==> src/rtl/router_pkg.sv <==
// Shared packet layout and injection-stage state encoding for the router node interface.
package router_pkg;

  localparam int PKT_W     = 29;
  localparam int ADDR_W    = 4;
  localparam int PAYLOAD_W = 24;
  localparam int DEST_MSB  = 28;
  localparam int DEST_LSB  = 25;

  typedef enum logic [1:0] {
    IDLE,
    OFFER,
    GAP
  } inject_state_t;

  function automatic logic [ADDR_W-1:0] pkt_dest(input logic [PKT_W-1:0] pkt);
    return pkt[DEST_MSB:DEST_LSB];
  endfunction

endpackage

==> src/rtl/sync_fifo.sv <==
// Single-clock FIFO with a combinational head read; DEPTH must be a power of two so pointers wrap for free.
module sync_fifo #(
  parameter int WIDTH = 8,
  parameter int DEPTH = 4
) (
  input  logic                     clk,
  input  logic                     rst,
  input  logic                     push,
  input  logic                     pop,
  input  logic [WIDTH-1:0]         din,
  output logic                     full,
  output logic                     empty,
  output logic [$clog2(DEPTH):0]   count,
  output logic [WIDTH-1:0]         head
);

  localparam int AW = $clog2(DEPTH);
  localparam int CW = AW + 1;

  logic [WIDTH-1:0] mem [DEPTH];
  logic [AW-1:0]    wr_ptr;
  logic [AW-1:0]    rd_ptr;
  logic             push_ok;
  logic             pop_ok;

  assign full    = (count == CW'(DEPTH));
  assign empty   = (count == '0);
  assign push_ok = push && !full;
  assign pop_ok  = pop && !empty;
  assign head    = mem[rd_ptr];

  always_ff @(posedge clk) begin
    if (push_ok) mem[wr_ptr] <= din;
  end

  always_ff @(posedge clk) begin
    if (rst) begin
      wr_ptr <= '0;
      rd_ptr <= '0;
      count  <= '0;
    end else begin
      if (push_ok) wr_ptr <= wr_ptr + AW'(1);
      if (pop_ok)  rd_ptr <= rd_ptr + AW'(1);
      case ({push_ok, pop_ok})
        2'b10:   count <= count + CW'(1);
        2'b01:   count <= count - CW'(1);
        default: count <= count;
      endcase
    end
  end

endmodule

==> src/rtl/node_inject_queue.sv <==
// Node-side injection queue: buffers node packets, offers the head to the router core and keeps debug stats.
//   state | meaning
//   IDLE  | nothing offered; waits for a stored packet
//   OFFER | head packet held on Packet_From_Node with Valid high until Core_Load_Ack
//   GAP   | one forced Valid-low cycle after each accepted packet
module node_inject_queue
  import router_pkg::*;
#(
  parameter int DEPTH   = 4,
  parameter int TIMEOUT = 255,
  parameter int CNT_W   = 16
) (
  input  logic                   Clk_R,
  input  logic                   Rst,
  input  logic [ADDR_W-1:0]      r_addr,
  input  logic                   wr_valid,
  input  logic [PKT_W-1:0]       wr_data,
  output logic                   wr_ready,
  output logic [PKT_W-1:0]       Packet_From_Node,
  output logic                   Packet_From_Node_Valid,
  input  logic                   Core_Load_Ack,
  output logic [$clog2(DEPTH):0] fifo_count,
  output logic                   overflow,
  output logic                   ack_timeout,
  output logic [CNT_W-1:0]       sent_cnt,
  output logic [CNT_W-1:0]       drop_cnt
);

  localparam int TW = (TIMEOUT < 1) ? 1 : $clog2(TIMEOUT + 1);

  inject_state_t    state;
  inject_state_t    state_nx;
  logic             full;
  logic             empty;
  logic [PKT_W-1:0] head;
  logic             accept;
  logic             self_addr;
  logic             push;
  logic             pop;
  logic             no_ack;
  logic [TW-1:0]    tmr;

  assign wr_ready  = !full && !Rst;
  assign accept    = wr_valid && wr_ready;
  assign self_addr = (pkt_dest(wr_data) == r_addr);
  assign push      = accept && !self_addr;
  assign pop       = (state == OFFER) && Core_Load_Ack;
  assign no_ack    = (state == OFFER) && !Core_Load_Ack;

  assign Packet_From_Node_Valid = (state == OFFER);

  sync_fifo #(
    .WIDTH (PKT_W),
    .DEPTH (DEPTH)
  ) u_fifo (
    .clk   (Clk_R),
    .rst   (Rst),
    .push  (push),
    .pop   (pop),
    .din   (wr_data),
    .full  (full),
    .empty (empty),
    .count (fifo_count),
    .head  (head)
  );

  always_comb begin
    state_nx = state;
    case (state)
      IDLE:    if (!empty) state_nx = OFFER;
      OFFER:   if (Core_Load_Ack) state_nx = GAP;
      GAP:     state_nx = empty ? IDLE : OFFER;
      default: state_nx = IDLE;
    endcase
  end

  // Timer counts down from TIMEOUT over unacked offer cycles; terminal count raises the sticky flag.
  always_ff @(posedge Clk_R) begin
    if (Rst) begin
      state            <= IDLE;
      Packet_From_Node <= '0;
      tmr              <= '0;
      overflow         <= 1'b0;
      ack_timeout      <= 1'b0;
      sent_cnt         <= '0;
      drop_cnt         <= '0;
    end else begin
      state <= state_nx;
      if ((state != OFFER) && (state_nx == OFFER)) begin
        Packet_From_Node <= head;
        tmr              <= TW'(TIMEOUT);
      end else if (no_ack && (tmr != '0)) begin
        tmr <= tmr - TW'(1);
      end
      if (no_ack && (tmr <= TW'(1))) ack_timeout <= 1'b1;
      if (wr_valid && !wr_ready) overflow <= 1'b1;
      if (pop && (sent_cnt != '1)) sent_cnt <= sent_cnt + CNT_W'(1);
      if (accept && self_addr && (drop_cnt != '1)) drop_cnt <= drop_cnt + CNT_W'(1);
    end
  end

endmodule

==> config.mk <==
export PLATFORM = sky130hd
export DESIGN_NAME = node_inject_queue
export DESIGN_NICKNAME = d
export VERILOG_FILES = /design/src/rtl/router_pkg.sv /design/src/rtl/sync_fifo.sv /design/src/rtl/node_inject_queue.sv
export SDC_FILE = /design/constraint.sdc
export NUM_CORES = 1
export LEC_CHECK = 0
export ABC_AREA = 1
export BUFFER_PORTS_ARGS = -buffer_cell sky130_fd_sc_hd__buf_4
export CAP_MARGIN = 15
export CORE_MARGIN = 2
export CORE_UTILIZATION = 60
export DETAILED_ROUTE_END_ITERATION = 8
export PLACE_DENSITY_LB_ADDON = 0.12
export SLEW_MARGIN = 20
export SYNTH_ARGS = -nofsm -noshare
export SYNTH_HDL_FRONTEND = slang
export SYNTH_SLANG_ARGS = --single-unit
==> constraint.sdc <==
create_clock -name Clk_R -period 6.3 [get_ports Clk_R]
set_clock_uncertainty 0.05 [all_clocks]
set_input_delay 0.63 -clock Clk_R [delete_from_list [all_inputs] [get_ports Clk_R]]
set_output_delay 0.63 -clock Clk_R [all_outputs]
set_load 0.01 [all_outputs]
==> results of run 1 <==
-- registers in the layout, summed over array words and instances, names as in the netlist, 3 cells and up --
| signal | flops |
|---|---|
| drop_cnt | 16 |
| sent_cnt | 16 |
| u_fifo.count | 3 |
| u_fifo.mem | 116 |
| Packet_From_Node | 29 |
| tmr | 8 |
-- power breakdown --
part | leakage, nW | internal [mW] | switching, mW
Sequential | 1.71 | 1.43 | 0.0450
Combinational | 1.74 | 0.139 | 0.215
Clock | 0.271 | 0.530 | 0.492
-- worst max-delay path, stage by stage, from the launching register on --
cell and delay, ns:
dfxtp_1 0.50, nor2_1 0.09, nand2_1 0.06, nand2_1 0.11, nor2_4 0.14, nand2_1 0.32, ha_1 0.36, fa_1 0.40
a21oi_1 0.18, o21a_1 0.17, o21ai_0 0.10, a21oi_1 0.16
-- metal layers --
metal  up-vias  GRT usage, %
met5         -             0
li1       3171             -
met4         0         7.112
met3        22         6.015
met2       215         40.03
met1      2935         32.60
-- cell type report --
type                       count  area (sq um)  share of cell area, %
inverter                      64         241.5                  2.477
multi-input combinational    589          2834                  29.06
clock inverter                13         115.1                  1.181
clock buffer                  19         442.9                  4.543
tap                          176         220.2                  2.258
timing repair buffer         108         810.8                  8.315
sequential                   196          5086                  52.16
-- worst paths after layout --
kind                                   to  slack [ns]  cells after the start
min           u_fifo.mem[2][19]$_DFFE_PP_        0.34                      1
min reg2reg      ack_timeout$_SDFFE_PP0P_        0.43                      2
max          u_fifo.count[2]$_SDFFE_PP0P_        3.58                     11
max reg2reg  u_fifo.count[2]$_SDFFE_PP0P_        3.58                     11
-- cells in the final DEF, fill, tap and decap left out, types with 2 or more instances in the layout --
cell,instances
buf_4,108
nand2_1,143
ha_1,9
nand3_1,35
dfxtp_1,79
nand4_1,9
inv_8,3
clkinv_4,3
clkinvlp_4,2
inv_6,4
nor2_4,6
clkinv_2,2
nand3b_1,3
a31oi_1,30
edfxtp_1,116
xnor2_1,6
nor2_2,5
nand2_2,2
nor3_1,6
nor2_1,172
inv_1,61
a21oi_1,43
o21ai_0,104
clkbuf_16,17
xor2_1,5
-- cell families (layout without fill, tap and decap cells) --
kind of cell / count (synthesis) / count (layout) / share of synthesized area (%)
adders and majority gates: 10 / 10 / 1.603
AOI/OAI and AO/OA: 181 / 181 / 11.60
and+or+nand+nor: 387 / 387 / 19.40
DFF: 196 / 196 / 61.45
buffers and inverters: 100 / 204 / 4.778
xor gates and xnor gates: 11 / 11 / 1.164
==> impl_metrics.tcl, run 1 <==
set metrics [dict create \
    avgRoutedWirePerCell_um 14.95 \
    grt.overflow.total 0 \
    crit_path_end_kind "flop" \
    routed_wirelength_mm 17.42 \
    diodes 0 \
    status "finished clean" \
    cp.required_ns 6.61 \
    fillers 1006 \
    ys_top_cells_by_count "178 x nor2_1, 143 x nand2_1, 116 x edfxtp_1" \
    utilization_pct 73.05 \
    irDropWorstVdd_v 0.0002580 \
    die_x_um 121.4 \
    synth_edf_count 116 \
    yosysTopAreaCell "edfxtp_1" \
    areaGrowthSynthToFinish_pct 17.84 \
    rows 42 \
    drv_cap 0 \
    synth.most_common_cell "nor2_1" \
    clk_latency_ns 0.43 \
    synthesis.area_sq_mm 0.008274 \
    yosysSeqAreaShare_pct 61.45 \
    root_buffer "clkbuf_16" \
    clkTransAtPathRegs_ns 0.07 \
    layout.nets 1023 \
    cts_setup_buffers 0 \
    tightest_slew_ns 0.9681 \
    hold_ws_ns 0.3380 \
    setup-violations-final 0 \
    yosys_warnings 0 \
    hpwl_mm 10.42 \
    synth_area_leaders "edfxtp_1 42%, dfxtp_1 19%, nor2_1 8.1%" \
    fin_cells 1165 \
    drive_gt1_share_pct 16.38 \
    drt-vias-per-instance 5.445 \
    grt.total_usage_pct 24.45 \
    synthCells 885 \
    slew_viol_final 0 \
    layout_setup_ws_ns 3.580 \
    dieHeight_um 121.4 \
    grt_pass1_wl_mm 27.97 \
    highest_layer "met4" \
    rsz0062_at_grt "false" \
    htreeDepth 4 \
    relSlewSlack_pct 35.06 \
    worst-setup-path-type "flop to flop" \
    cts.sinks 196 \
    p_per_area_mw_per_mm2 292.5 \
    drtIter0Drc 625 \
    r2r_start "u_fifo.count[0]$_SDFFE_PP0P_" \
    syn_avg_cell_area_sq_um 9.349 \
    synthArstFlopShare_pct 0 \
    crit_start "u_fifo.count[0]$_SDFFE_PP0P_" \
    critPathMaxFanout 9 \
    route.met2.wl_mm 8.407 \
    start_util_pct 61.99 \
    dr_wl_met3_um 962 \
    synth_flop_cell "edfxtp_1" \
    clk_path_buf_depth 2 \
    wl_met1_mm 7.805 \
    grt_pass1_vias 5836 \
    cts_repair_resize_count 0 \
    placed_cells 1133 \
    leakage_nw 3.715 \
    min_from "wr_data[19]" \
    hold_buffers 0 \
    p_total_mw 2.852 \
    synth_top_area_share_pct 42.10 \
    io_pins 105 \
    period_needed_ns 2.720 \
    syn_nets 932 \
    worst_ep_arrival_time_ns 3.03 \
    place_area_sq_mm 0.009190 \
    timing.hold.worst.class "input pin to flop" \
    final_cell_area_sq_mm 0.009751 \
    synth-seq-cells 196 \
    tritoncts "built" \
    drc 0 \
    grt_max_degree 63 \
    drt-pass1-iter-count 5 \
    cp-start-kind "flop" \
    grt_antenna_before_repair 0 \
    fp.coreArea_sq_mm 0.01335 \
    fmaxAchievable_mhz 367.7 \
    period_share_pct 43.17 \
    cts_made_buffers 17 \
    die-area_sq_mm 0.01475 \
    yosysUniqueCellTypes 35 \
    portBuffers 104 \
    setup-tns-final_ns 0 \
    drtAntennaViolNets 0 \
    hold_viol 0 \
    routabilityCongestion 0.8066 \
    via_count 6343 \
    pre_cts_ws_ns 3.350 \
]
(Power assumes the default switching activity.)
==> inputs of run 2 (changes only) <==
--- a/config.mk
+++ b/config.mk
@@ -9,7 +9,7 @@
 export BUFFER_PORTS_ARGS = -buffer_cell sky130_fd_sc_hd__buf_4
 export CAP_MARGIN = 15
 export CORE_MARGIN = 2
-export CORE_UTILIZATION = 60
+export CORE_UTILIZATION = 58
 export DETAILED_ROUTE_END_ITERATION = 8
 export PLACE_DENSITY_LB_ADDON = 0.12
 export SLEW_MARGIN = 20
==> constraint.sdc (replaced) <==
create_clock -name Clk_R -period 2.6 [get_ports Clk_R]
set_clock_uncertainty 0.05 [all_clocks]
set_input_delay 0.26 -clock Clk_R [delete_from_list [all_inputs] [get_ports Clk_R]]
set_output_delay 0.26 -clock Clk_R [all_outputs]
set_load 0.01 [all_outputs]
==> run 2 against run 1 <==
  * Via count increased by 1.9%
  * Non-clock buffer count increased by 40
  * Critical path type is now input pin to flop
  * Design area increased by 4.6%
  * Utilization increased by 0.14 points
  * Total power increased to 2.5 times the previous value
  * Clock-buffer cell count increased by 1
  * Largest power group unchanged
  * Critical path depth increased by 3
==> impl_metrics.tcl, run 2 (synthesis gave the netlist of run 1 again) <==
set metrics [dict create \
    drt-pass1-iter-count 4 \
    layout.nets 1063 \
    critPathMaxFanout 7 \
    top_regs "u_fifo.mem (116), Packet_From_Node (29)" \
    cts_made_buffers 17 \
    final_common_cell "nor2_1" \
    worst_ep_arrival_time_ns 2.63 \
    clkTransAtPathRegs_ns 0.07 \
    grt_antenna_before_repair 0 \
    hpwl_mm 11.04 \
    rows 43 \
    layout_common_cells "172 x nor2_1, 143 x nand2_1, 116 x buf_4, 116 x edfxtp_1, 104 x o21ai_0" \
    setup-violations-final 0 \
    tightest_slew_ns 0.8504 \
    ff2ff_setup_slack_ns 0.31 \
    clk_path_buf_depth 2 \
    routabilityCongestion 0.8644 \
    root_buffer "clkbuf_16" \
    portBuffers 104 \
    cts.sinks 196 \
    drc 0 \
    cp.required_ns 2.92 \
    avgRoutedWirePerCell_um 15.27 \
    period_share_pct 89.02 \
    min_from "wr_valid" \
    crit_path_end_kind "flop" \
    cp-start-kind "input pin" \
    drt-vias-per-instance 5.352 \
    largest_register_ffs 116 \
    grt.total_usage_pct 25.12 \
    top_register "u_fifo.mem" \
    dieHeight_um 123.4 \
    worst-setup-path-type "input pin to flop" \
    worstHoldEndpoint "overflow$_SDFFE_PP0P_" \
    grt_max_degree 59 \
    hold_depth 3 \
    setup-tns-final_ns 0 \
    drv_cap 0 \
    period_needed_ns 2.315 \
    io_pins 105 \
    tritoncts "built" \
    drive_gt1_share_pct 16.54 \
    grt_pass1_wl_mm 29.14 \
    timing.rr.end "u_fifo.count[2]$_SDFFE_PP0P_" \
    clk_latency_ns 0.43 \
    areaGrowthSynthToFinish_pct 23.26 \
    hold_viol 0 \
    slew_viol_final 0 \
    via_count 6465 \
    drtIter0Drc 521 \
    p_total_mw 7.140 \
    grt.overflow.total 0 \
    r2r_start "u_fifo.count[0]$_SDFFE_PP0P_" \
    relSlewSlack_pct 43.22 \
    start_util_pct 59.38 \
    timing.hold.worst.class "input pin to flop" \
    routed_wirelength_mm 18.45 \
    diodes 0 \
    htreeDepth 4 \
    leakage_nw 3.915 \
    die_x_um 123.4 \
    fp.coreArea_sq_mm 0.01393 \
    cts_setup_buffers 0 \
    reg2regPathDepth 11 \
    p_per_area_mw_per_mm2 700.1 \
    fmaxAchievable_mhz 432.0 \
    die-area_sq_mm 0.01524 \
    drtAntennaViolNets 0 \
    rsz0062_at_grt "false" \
    status "finished clean" \
    utilization_pct 73.19 \
    irDropWorstVdd_v 0.0006729 \
    grt_pass1_vias 6057 \
]
## run 2: cell types whose count changed in the layout (fill, tap and decap cells not counted)
cell and change:
buf_12 +3, buf_4 +8, bufinv_16 +3, clkbuf_1 +2
clkbuf_8 -1, clkinv_1 -1, clkinv_4 -2, dlygate4sd3_1 +29
inv_1 +1, inv_8 -3
## run 2: routing by layer
layer / vias up / global-route usage (%) / part of all wire, %
li1: 3249 / - / -
met1: 3039 / 31.65 / 44
met2: 159 / 43.17 / 50
met3: 18 / 5.812 / 4.6
met4: 0 / 7.670 / 1.2
met5: - / 0 / 0
## run 2: report_power, final
part | leakage [nW] | switching (mW) | internal, mW
Combinational | 1.93 | 0.530 | 0.375
Clock | 0.282 | 1.13 | 1.52
Sequential | 1.71 | 0.120 | 3.47
Total | 3.91 | 1.78 | 5.36
## run 2: final cells by class
class	count	area, sq um
clock inverter	11	153.9
timing repair buffer	148	1221
sequential	196	5086
fill	1006	3736
clock buffer	20	436.7
inverter	64	241.5
multi-input combinational	589	2834
tap	180	225.2
## run 2: worst max-delay path by stage
stage	from	endpoint	slack, ns	depth (start not counted)
after floorplan	u_fifo.count[0]$_SDFFE_PP0P_	u_fifo.mem[0][0]$_DFFE_PP_	-0.12	6
after global placement	sent_cnt[0]$_SDFFE_PP0P_	sent_cnt[12]$_SDFFE_PP0P_	0.40	10
after detailed placement	sent_cnt[0]$_SDFFE_PP0P_	sent_cnt[12]$_SDFFE_PP0P_	0.32	9
after CTS	sent_cnt[0]$_SDFFE_PP0P_	sent_cnt[12]$_SDFFE_PP0P_	0.29	9
after global routing	wr_data[25]	u_fifo.count[2]$_SDFFE_PP0P_	0.14	14
final	wr_data[25]	u_fifo.count[2]$_SDFFE_PP0P_	0.29	14
## run 2: what timing repair did
action | 4_1_cts | 5_1_grt
hold buffers | 29 | 0
hold endpoints to repair | 116 | 0
resized for setup | 0 | 0
## run 2: worst max-delay path, stage by stage
cell and delay (ns):
dlygate4sd3_1 0.54, buf_4 0.16, inv_1 0.07, nand2_1 0.06, nand2_1 0.05, nor2_1 0.08
nand2_1 0.12, nand2_1 0.12, ha_1 0.24, fa_1 0.39, a21oi_1 0.16, o21a_1 0.15
o21ai_0 0.08, a21oi_1 0.14
## run 2: per-stage QoR
step / hold slack, ns / setup slack [ns] / cells / instance area [sq um]
floorplan: 0.3089 / -0.1227 / 885 / 8274
global placement: 0.4080 / 0.3983 / 1148 / 9315
detailed placement: 0.4121 / 0.3226 / 1148 / 9315
CTS: 0.05330 / 0.2883 / 1208 / 10200
global route: 0.06768 / 0.1377 / 1208 / 10200
finish: 0.06580 / 0.2854 / 1208 / 10200
==> inputs of run 3 (changes only) <==
--- a/config.mk
+++ b/config.mk
@@ -9,7 +9,7 @@
 export BUFFER_PORTS_ARGS = -buffer_cell sky130_fd_sc_hd__buf_4
 export CAP_MARGIN = 15
 export CORE_MARGIN = 2
-export CORE_UTILIZATION = 58
+export CORE_UTILIZATION = 35
 export DETAILED_ROUTE_END_ITERATION = 8
 export PLACE_DENSITY_LB_ADDON = 0.12
 export SLEW_MARGIN = 20
==> run 3 against run 2 <==
  * Combinational power grew 2.2%
  * Register-to-register slack gained 0.12 ns
  * Total power is essentially flat
  * Non-clock buffer count grew 2
  * Setup slack gained 0.068 ns
  * Clock power is essentially flat
  * Largest power group unchanged
  * Sequential cell count is the same
  * Critical path type unchanged
==> impl_metrics.tcl, run 3 (synthesis gave the netlist of run 1 again) <==
set metrics [dict create \
    drt-pass1-iter-count 5 \
    fmaxAchievable_mhz 445.0 \
    routed_wirelength_mm 19.70 \
    hold_ws_ns 0.06026 \
    hpwl_mm 12.37 \
    status "finished clean" \
    cts_made_buffers 17 \
    rsz0062_at_grt "false" \
    timing.hold.worst.class "input pin to flop" \
    period_share_pct 86.42 \
    grt.overflow.total 0 \
    dieHeight_um 157.8 \
    reg2regPathDepth 11 \
    period_needed_ns 2.247 \
    drive_gt1_share_pct 16.97 \
    tightest_slew_ns 0.7409 \
    top_register "u_fifo.mem" \
    areaGrowthSynthToFinish_pct 25.37 \
    grt_max_degree 62 \
    placed_cells 1289 \
    layout_common_cells "173 x nor2_1, 143 x nand2_1, 119 x buf_4" \
    leakage_nw 3.928 \
    grt_pass1_wl_mm 30.95 \
    clk_path_buf_depth 2 \
    drt-vias-per-instance 4.693 \
    grt_pass1_vias 5753 \
    cp.required_ns 2.91 \
    grt_antenna_before_repair 0 \
    layout.nets 1065 \
    fin_cells 1350 \
    die_x_um 157.8 \
    clkTransAtPathRegs_ns 0.08 \
    p_total_mw 7.138 \
    critPathMaxFanout 6 \
    drv_cap 0 \
    rows 56 \
    routabilityCongestion 0.7754 \
    avgRoutedWirePerCell_um 14.59 \
    clk_latency_ns 0.44 \
    worst_ep_arrival_time_ns 2.56 \
    p_per_area_mw_per_mm2 688.0 \
    via_count 6335 \
    setup-violations-final 0 \
    top_regs "u_fifo.mem (116), Packet_From_Node (29)" \
    grt.total_usage_pct 16.23 \
    irDropWorstVdd_v 0.0004044 \
    fillers 2233 \
    largest_register_ffs 116 \
    final_common_cell "nor2_1" \
    slew_viol_final 0 \
    hold_depth 3 \
    relSlewSlack_pct 50.61 \
    die-area_sq_mm 0.02489 \
    fp.coreArea_sq_mm 0.02333 \
    drtAntennaViolNets 0 \
    io_pins 105 \
    r2r_start "u_fifo.count[0]$_SDFFE_PP0P_" \
    cp-start-kind "input pin" \
    diodes 0 \
    worst-setup-path-type "input pin to flop" \
    min_from "wr_valid" \
    tritoncts "built" \
    cts.sinks 196 \
    start_util_pct 35.46 \
    drc 0 \
    worstHoldEndpoint "overflow$_SDFFE_PP0P_" \
    portBuffers 104 \
    root_buffer "clkbuf_16" \
    ff2ff_setup_slack_ns 0.43 \
    crit_path_end_kind "flop" \
    cts_repair_resize_count 0 \
    timing.rr.end "u_fifo.count[2]$_SDFFE_PP0P_" \
    htreeDepth 4 \
    setup-tns-final_ns 0 \
    drtIter0Drc 326 \
    hold_viol 0 \
]
[run 3: per-layer routing]
metal  up-vias  global-route usage (%)  part of all wire, %
met5         -                       0                    0
met4         0                   4.675                  1.2
met3        17                   2.737                  4.2
met2       118                   25.86                   46
met1      2944                   22.78                   49
li1       3256                       -                    -
[run 3: timing repair]
action	4_1_cts	5_1_grt
setup buffers	0	0
hold buffers	29	0
endpoints found under the hold margin	116	0
endpoints found under the setup margin	0	0
[run 3: cell type report]
class	count	area, sq um	area share [%]
multi-input combinational	589	2831	27.29
clock inverter	14	162.7	1.568
tap	319	399.1	3.848
inverter	64	241.5	2.328
timing repair buffer	150	1224	11.80
clock buffer	18	429.2	4.137
sequential	196	5086	49.03
[run 3: critical path, cell delays in order]
cell and delay (ns):
dlygate4sd3_1 0.54, buf_4 0.15, inv_1 0.05, nand2_1 0.04
nand2_1 0.14, nor2_1 0.08, nand2_1 0.10, nand2_1 0.09
ha_1 0.23, fa_1 0.39, a21oi_1 0.15, o21a_1 0.14
o21ai_0 0.07, a21oi_1 0.14
[run 3: worst max path at each step]
stage,from,endpoint,slack [ns]
6_report,wr_data[27],u_fifo.count[2]$_SDFFE_PP0P_,0.35
3_3_place_gp,u_fifo.count[0]$_SDFFE_PP0P_,u_fifo.count[2]$_SDFFE_PP0P_,0.49
4_1_cts,wr_data[27],u_fifo.count[2]$_SDFFE_PP0P_,0.38
5_1_grt,wr_data[27],u_fifo.count[2]$_SDFFE_PP0P_,0.21
2_1_floorplan,u_fifo.count[0]$_SDFFE_PP0P_,u_fifo.mem[0][0]$_DFFE_PP_,-0.12
3_5_place_dp,u_fifo.count[0]$_SDFFE_PP0P_,u_fifo.count[2]$_SDFFE_PP0P_,0.43
[run 3: report_power, final]
part	leakage (nW)	switching (mW)	total [mW]	internal [mW]
Sequential	1.71	0.109	3.57	3.46
Clock	0.288	1.26	2.64	1.37
Combinational	1.93	0.543	0.925	0.383
[run 3: stage by stage]
step | instance area (sq um) | utilization [%] | worst slack, ns
6_report | 10370 | 44.46 | 0.3530
5_1_grt | 10370 | 44.46 | 0.2065
4_1_cts | 10370 | 44.46 | 0.3845
3_5_place_dp | 9492 | 40.68 | 0.4273
3_3_place_gp | 9492 | 40.68 | 0.4916
2_1_floorplan | 8274 | - | -0.1227
